`src/rtl/adder_rr_scheduler_if.sv`:
```
`default_nettype none
// ============================================================================
// Module   : adder_rr_scheduler_if
// Brief    : Requester, response and adder-side signal bundle for the
//            round-robin adder scheduler.
// Revision : 1.0
// ============================================================================
interface adder_rr_scheduler_if #(
    parameter int W = 10,
    parameter int N = 4
);
    localparam int c_id_w = $clog2(N);

    logic [N-1:0]      req;
    logic [N*W-1:0]    a_in;
    logic [N*W-1:0]    b_in;
    logic [N-1:0]      gnt;
    logic              resp_valid;
    logic [c_id_w-1:0] resp_id;
    logic [W-1:0]      resp_y;
    logic              busy;
    logic              err_timeout;
    logic              err_spurious;
    logic              add_start;
    logic [W-1:0]      add_a;
    logic [W-1:0]      add_b;
    logic [W-1:0]      add_y;
    logic              add_valid;

    // Scheduler view
    modport master (
        input  req, a_in, b_in, add_y, add_valid,
        output gnt, resp_valid, resp_id, resp_y, busy,
               err_timeout, err_spurious, add_start, add_a, add_b
    );

    // Requesters plus adder view
    modport slave (
        output req, a_in, b_in, add_y, add_valid,
        input  gnt, resp_valid, resp_id, resp_y, busy,
               err_timeout, err_spurious, add_start, add_a, add_b
    );
endinterface
`default_nettype wire

```
`src/rtl/adder_rr_scheduler.sv`:
```
`default_nettype none
// ============================================================================
// Module   : adder_rr_scheduler
// Brief    : Round-robin scheduler sharing one single-issue adder among N
//            requesters, with a no-valid watchdog and a spurious-valid flag.
// Revision : 1.0
// ============================================================================
module adder_rr_scheduler #(
    parameter int W       = 10,
    parameter int N       = 4,
    parameter int TIMEOUT = 4
) (
    input  wire logic           clk,
    input  wire logic           rst_n,
    adder_rr_scheduler_if.master bus
);
    localparam int c_id_w  = $clog2(N);
    localparam int c_cnt_w = $clog2(TIMEOUT) + 1;

    localparam logic [1:0] c_idle  = 2'd0;
    localparam logic [1:0] c_issue = 2'd1;
    localparam logic [1:0] c_wait  = 2'd2;

    localparam logic [c_cnt_w-1:0] c_cnt_last = c_cnt_w'(TIMEOUT - 1);
    localparam logic [c_id_w-1:0]  c_id_last  = c_id_w'(N - 1);

    logic [1:0]         r_state;
    logic [c_id_w-1:0]  r_ptr;
    logic [c_id_w-1:0]  r_id;
    logic [c_cnt_w-1:0] r_cnt;
    logic [N-1:0]       r_gnt;
    logic               r_start;
    logic [W-1:0]       r_a;
    logic [W-1:0]       r_b;
    logic               r_resp_valid;
    logic [c_id_w-1:0]  r_resp_id;
    logic [W-1:0]       r_resp_y;
    logic               r_busy;
    logic               r_err_to;
    logic               r_err_sp;

    logic [W-1:0]       w_a_arr [N];
    logic [W-1:0]       w_b_arr [N];
    logic               w_any;
    logic [c_id_w-1:0]  w_win;
    logic [c_id_w-1:0]  w_ptr_next;
    logic [N-1:0]       w_gnt;

    for (genvar i = 0; i < N; i++) begin : g_unpack
        assign w_a_arr[i] = bus.a_in[i*W +: W];
        assign w_b_arr[i] = bus.b_in[i*W +: W];
    end

    // First requester at or after the pointer, scanning upward with wrap
    always_comb begin
        w_any = 1'b0;
        w_win = '0;
        for (int k = 0; k < N; k++) begin
            int idx;
            idx = int'(r_ptr) + k;
            if (idx >= N) idx = idx - N;
            if (!w_any && bus.req[idx]) begin
                w_any = 1'b1;
                w_win = c_id_w'(idx);
            end
        end
    end

    always_comb begin
        w_gnt        = '0;
        w_gnt[w_win] = w_any;
        w_ptr_next   = (w_win == c_id_last) ? '0 : w_win + 1'b1;
    end

    always_ff @(posedge clk or negedge rst_n) begin
        if (!rst_n) begin
            r_state      <= c_idle;
            r_ptr        <= '0;
            r_id         <= '0;
            r_cnt        <= '0;
            r_gnt        <= '0;
            r_start      <= 1'b0;
            r_a          <= '0;
            r_b          <= '0;
            r_resp_valid <= 1'b0;
            r_resp_id    <= '0;
            r_resp_y     <= '0;
            r_busy       <= 1'b0;
            r_err_to     <= 1'b0;
            r_err_sp     <= 1'b0;
        end else begin
            r_gnt        <= '0;
            r_start      <= 1'b0;
            r_resp_valid <= 1'b0;

            if (bus.add_valid && (r_state != c_wait)) r_err_sp <= 1'b1;

            case (r_state)
                c_idle: begin
                    if (w_any) begin
                        r_gnt   <= w_gnt;
                        r_start <= 1'b1;
                        r_a     <= w_a_arr[w_win];
                        r_b     <= w_b_arr[w_win];
                        r_id    <= w_win;
                        r_ptr   <= w_ptr_next;
                        r_busy  <= 1'b1;
                        r_state <= c_issue;
                    end
                end
                c_issue: begin
                    r_cnt   <= '0;
                    r_state <= c_wait;
                end
                c_wait: begin
                    if (bus.add_valid) begin
                        r_resp_valid <= 1'b1;
                        r_resp_y     <= bus.add_y;
                        r_resp_id    <= r_id;
                        r_busy       <= 1'b0;
                        r_state      <= c_idle;
                    end else begin
                        r_cnt <= r_cnt + 1'b1;
                        // Abandon the op: the adder is presumed hung
                        if (r_cnt == c_cnt_last) begin
                            r_err_to <= 1'b1;
                            r_busy   <= 1'b0;
                            r_state  <= c_idle;
                        end
                    end
                end
                default: begin
                    r_busy  <= 1'b0;
                    r_state <= c_idle;
                end
            endcase
        end
    end

    assign bus.gnt          = r_gnt;
    assign bus.add_start    = r_start;
    assign bus.add_a        = r_a;
    assign bus.add_b        = r_b;
    assign bus.resp_valid   = r_resp_valid;
    assign bus.resp_id      = r_resp_id;
    assign bus.resp_y       = r_resp_y;
    assign bus.busy         = r_busy;
    assign bus.err_timeout  = r_err_to;
    assign bus.err_spurious = r_err_sp;
endmodule
`default_nettype wire

```
`src/flat_wrapper.sv`:
```
// flat-port wrapper written by rule: the top's interface ports become plain ports
module adder_rr_scheduler_flat 
#(
    parameter int W       = 10,
    parameter int N       = 4,
    parameter int TIMEOUT = 4
)
  (clk, rst_n, bus_req, bus_a_in, bus_b_in, bus_add_y, bus_add_valid, bus_gnt, bus_resp_valid, bus_resp_id, bus_resp_y, bus_busy, bus_err_timeout, bus_err_spurious, bus_add_start, bus_add_a, bus_add_b);
  adder_rr_scheduler_if #(.W(W), .N(N)) bus_i ();
  input  wire logic clk;
  input  wire logic rst_n;
  input wire logic [$bits(bus_i.req)-1:0] bus_req;
  input wire logic [$bits(bus_i.a_in)-1:0] bus_a_in;
  input wire logic [$bits(bus_i.b_in)-1:0] bus_b_in;
  input wire logic [$bits(bus_i.add_y)-1:0] bus_add_y;
  input wire logic [$bits(bus_i.add_valid)-1:0] bus_add_valid;
  output wire logic [$bits(bus_i.gnt)-1:0] bus_gnt;
  output wire logic [$bits(bus_i.resp_valid)-1:0] bus_resp_valid;
  output wire logic [$bits(bus_i.resp_id)-1:0] bus_resp_id;
  output wire logic [$bits(bus_i.resp_y)-1:0] bus_resp_y;
  output wire logic [$bits(bus_i.busy)-1:0] bus_busy;
  output wire logic [$bits(bus_i.err_timeout)-1:0] bus_err_timeout;
  output wire logic [$bits(bus_i.err_spurious)-1:0] bus_err_spurious;
  output wire logic [$bits(bus_i.add_start)-1:0] bus_add_start;
  output wire logic [$bits(bus_i.add_a)-1:0] bus_add_a;
  output wire logic [$bits(bus_i.add_b)-1:0] bus_add_b;
  assign bus_i.req = bus_req;
  assign bus_i.a_in = bus_a_in;
  assign bus_i.b_in = bus_b_in;
  assign bus_i.add_y = bus_add_y;
  assign bus_i.add_valid = bus_add_valid;
  assign bus_gnt = bus_i.gnt;
  assign bus_resp_valid = bus_i.resp_valid;
  assign bus_resp_id = bus_i.resp_id;
  assign bus_resp_y = bus_i.resp_y;
  assign bus_busy = bus_i.busy;
  assign bus_err_timeout = bus_i.err_timeout;
  assign bus_err_spurious = bus_i.err_spurious;
  assign bus_add_start = bus_i.add_start;
  assign bus_add_a = bus_i.add_a;
  assign bus_add_b = bus_i.add_b;
  adder_rr_scheduler #(.W(W), .N(N), .TIMEOUT(TIMEOUT)) u_core (.clk(clk), .rst_n(rst_n), .bus(bus_i));
endmodule
```
`config.mk`:
```
export PLATFORM = sky130hd
export DESIGN_NAME = adder_rr_scheduler_flat
export DESIGN_NICKNAME = d
export VERILOG_FILES = /design/src/rtl/adder_rr_scheduler_if.sv /design/src/rtl/adder_rr_scheduler.sv /design/src/flat_wrapper.sv
export SDC_FILE = /design/constraint.sdc
export NUM_CORES = 1
export LEC_CHECK = 0
export CORE_AREA = 2 2 97 99
export DETAILED_ROUTE_END_ITERATION = 10
export DIE_AREA = 0 0 99 101
export GPL_TIMING_DRIVEN = 0
export PLACE_DENSITY = 0.74
export REMOVE_ABC_BUFFERS = 1
export SLEW_MARGIN = 20
export SYNTH_ARGS = -nofsm -noshare
export SYNTH_HDL_FRONTEND = slang
export SYNTH_SLANG_ARGS = --single-unit
export TNS_END_PERCENT = 10
```
`constraint.sdc`:
```
create_clock -name clk -period 2.46 [get_ports clk]
set_input_delay 0.615 -clock clk [delete_from_list [all_inputs] [get_ports clk]]
set_output_delay 0.615 -clock clk [all_outputs]
set_load 0.02 [all_outputs]
```
==> impl_metrics.tcl <==
set metrics [dict create \
    clk_latency_ns 0.30 \
    io_buffers 137 \
    drc 0 \
    stdcell_count 492 \
    h-tree-depth 2 \
    crit_chain "dlygate4sd2_1 -> nand2b_1 -> a211oi_2 -> nor3_2 -> buf_4 -> a221o_1" \
    hold_class "in -> async" \
    gp_congestion 0.755 \
    synth_top_area_share_pct 47.2 \
    first_global_vias 2656 \
    placed_area_sq_um 4160 \
    crit_type "in -> reg" \
    initial_core_util_pct 29.5 \
    grt_pass1_wl_mm 14.1 \
    max_cap_violations 0 \
    yosys_warnings 0 \
    synth-compound-area-share_pct 21.2 \
    critPathMaxStageDelay_ns 0.60 \
    synthCells 242 \
    yosys.area_share.adder_pct 1.42 \
    via_per_inst 5.13 \
    synth_top_cells_by_area "dfrtp_1, mux2_4, a221o_1" \
    crit_path_end_kind "flop" \
    cp_top_family "compound AO/OA/AOI/OAI gates" \
    min_period_ns 2.38 \
    antennaDiodeCount 0 \
    slew_headroom_pct 53.9 \
    ys_async_sr_fraction_pct 100 \
    max_freq_ghz 0.420 \
    clock_skew_ns 0.00871 \
    synthTopCellsByCount "dfrtp_1, a21oi_1, o21ai_0" \
    power_density_nw_per_um2 1110 \
    netlist_area_sq_um 2650 \
    cts_max_path_buffers 2 \
    timing.final.crit_share_pct 96.7 \
    finish.utilization_pct 48.9 \
    cts-root-buf "clkbuf_8" \
    cts.sinks 50 \
    synth_top_family_by_area "compound AO/OA/AOI/OAI gates" \
    synthFlopType "dfrtp_1" \
    synthMuxAreaShare_pct 16.7 \
    ir_drop_mv 0.334 \
    ant_nets 0 \
    rows 35 \
    synth_xor_area_share_pct 0 \
    stdcell_area_sq_um 4390 \
    drtIter0Drc 81 \
    synth_seq_cells 50 \
    cts.clk_slew.worst_paths_ns 0.10 \
    synth.distinct_cells 37 \
    dp_worst_setup_slack_ns -0.922 \
    finalHoldViolations 0 \
    die_h_um 101 \
    via_count 2524 \
    core_sq_um 8980 \
    die_area_sq_um 10000 \
    status "completed" \
    crit_required_ns 2.64 \
    setup_viol 0 \
    syn_to_final_growth_pct 65.6 \
    grt_max_degree 34 \
    dp.cells 477 \
    cts_inserted_buffers 5 \
    seq_area_frac_synth_pct 47.2 \
    grt-ovfl-total 0 \
    wire_per_inst_um 18.7 \
    drive_gt1_share_pct 17.1 \
    critPathLaunchType "input port" \
    holdWs_ns 0.248 \
    cellLeakagePower_nw 1.84 \
    firstDrtPassIters 4 \
    hpwlAfterDp_mm 6.01 \
    reg2reg_slack_ns 0.28 \
    ios 138 \
    fin_nets 480 \
    synth_most_common_cell "dfrtp_1" \
    cts_tree "yes" \
    slew_violations 0 \
    grt_usage_pct 18.5 \
    hold_buffers 0 \
    worst_slack_ns 0.0808 \
    synth_simple_gate_area_share_pct 9.12 \
    antenna_found_initial 0 \
    crit_arrival_ns 2.56 \
    worstMarginPinSlew_ns 0.692 \
    grt_setup_unrepaired "false" \
    die_w_um 99 \
    crit_slowest_cell "a211oi_2" \
    finalSetupTns_ns 0 \
    drt-total-wl_mm 9.20 \
    synth.largest_area_cell "dfrtp_1" \
    total_power_mw 4.87 \
    postSynthAreaPerCell_sq_um 10.9 \
    cp_max_fo 9 \
    critPathBufInv 2 \
    synth_edf_count 0 \
]
registers in the layout, summed over array words and instances (netlist names), 2 cells and up:
name,count
u_core.r_ptr,2
u_core.bus.resp_id,2
u_core.bus.add_a,10
u_core.bus.add_b,10
u_core.bus.resp_y,10
u_core.r_cnt,3
u_core.bus.gnt,4
u_core.r_id,2
u_core.r_state,2
cells by family (layout without fill, tap and decap cells):
| logic type | count (synthesis) | count (layout) |
|---|---|---|
| flip-flops | 50 | 50 |
| multiplexers | 33 | 33 |
| adder cells (fa/ha/maj) | 3 | 3 |
| AND/OR/NAND/NOR | 50 | 51 |
| AO/OA/AOI/OAI | 81 | 84 |
| buffers and inverters | 25 | 160 |
placed cells by master, fill, tap and decap left out, types with 2 or more instances in the layout:
cell type          n
nand2b_1           2
clkdlybuf4s50_1  133
a21oi_1           23
buf_4              5
dfrtp_1           50
nand3_1           20
mux2_2            13
nand2_1            9
mux2_4            19
nor2_1             8
clkbuf_8           5
a22o_1             4
ha_1               3
nor2b_1            2
inv_1              6
a21o_1             3
dlygate4sd2_1      3
o21ai_0           22
a221o_1           20
worst register-to-register path, stage by stage, from the launching register on:
cell and delay, ns:
dfrtp_1 0.61, nand2b_1 0.18, a211oi_2 0.60, nor3_2 0.15, buf_4 0.22, a221o_1 0.31
where the power goes:
| part | internal [mW] | total (mW) | switching, mW | leakage [nW] |
|---|---|---|---|---|
| logic | 1.40 | 2.85 | 1.44 | 1.17 |
| registers | 1.19 | 1.45 | 0.260 | 0.619 |
| clock network | 0.304 | 0.573 | 0.269 | 0.0514 |
final timing paths:
path | endpoint | startpoint | cells after the start
max | u_core.bus.add_b[3]$_DFFE_PN0P_ | bus_req[3] | 6
min | u_core.r_ptr[1]$_DFFE_PN0P_ | rst_n | 1
max reg2reg | u_core.bus.add_b[3]$_DFFE_PN0P_ | u_core.r_ptr[0]$_DFFE_PN0P_ | 5
min reg2reg | u_core.bus.err_timeout$_DFFE_PN0P_ | u_core.bus.err_timeout$_DFFE_PN0P_ | 1
max in group asynchronous | u_core.bus.add_a[4]$_DFFE_PN0P_ | rst_n | 2
min in group clk | u_core.bus.err_timeout$_DFFE_PN0P_ | u_core.bus.err_timeout$_DFFE_PN0P_ | 1
what timing repair did:
| item | 4_1_cts | 5_1_grt |
|---|---|---|
| endpoints found under the hold margin | 0 | 0 |
| gates resized for setup | 12 | 0 |
| setup buffers | 3 | 0 |
| setup endpoints to repair | 23 | 0 |
final cells by class:
cell class                      count  area, sq um
Multi-Input combinational cell    171         1400
Fill cell                         826         4590
Timing Repair Buffer              145         1460
Clock inverter                      2         37.5
Tap cell                          111          139
Clock buffer                        6         72.6
Sequential cell                    50         1250
Inverter                            7         26.3
layer usage:
layer / track usage [%] / vias to the layer above / share of wire (%)
met5: 0 / - / 0
met4: 4.74 / 0 / 1.2
met3: 4.51 / 7 / 8.9
met2: 33.7 / 131 / 51
met1: 21.8 / 1198 / 39
li1: - / 1188 / -
Power figures use the tool's default switching activity.
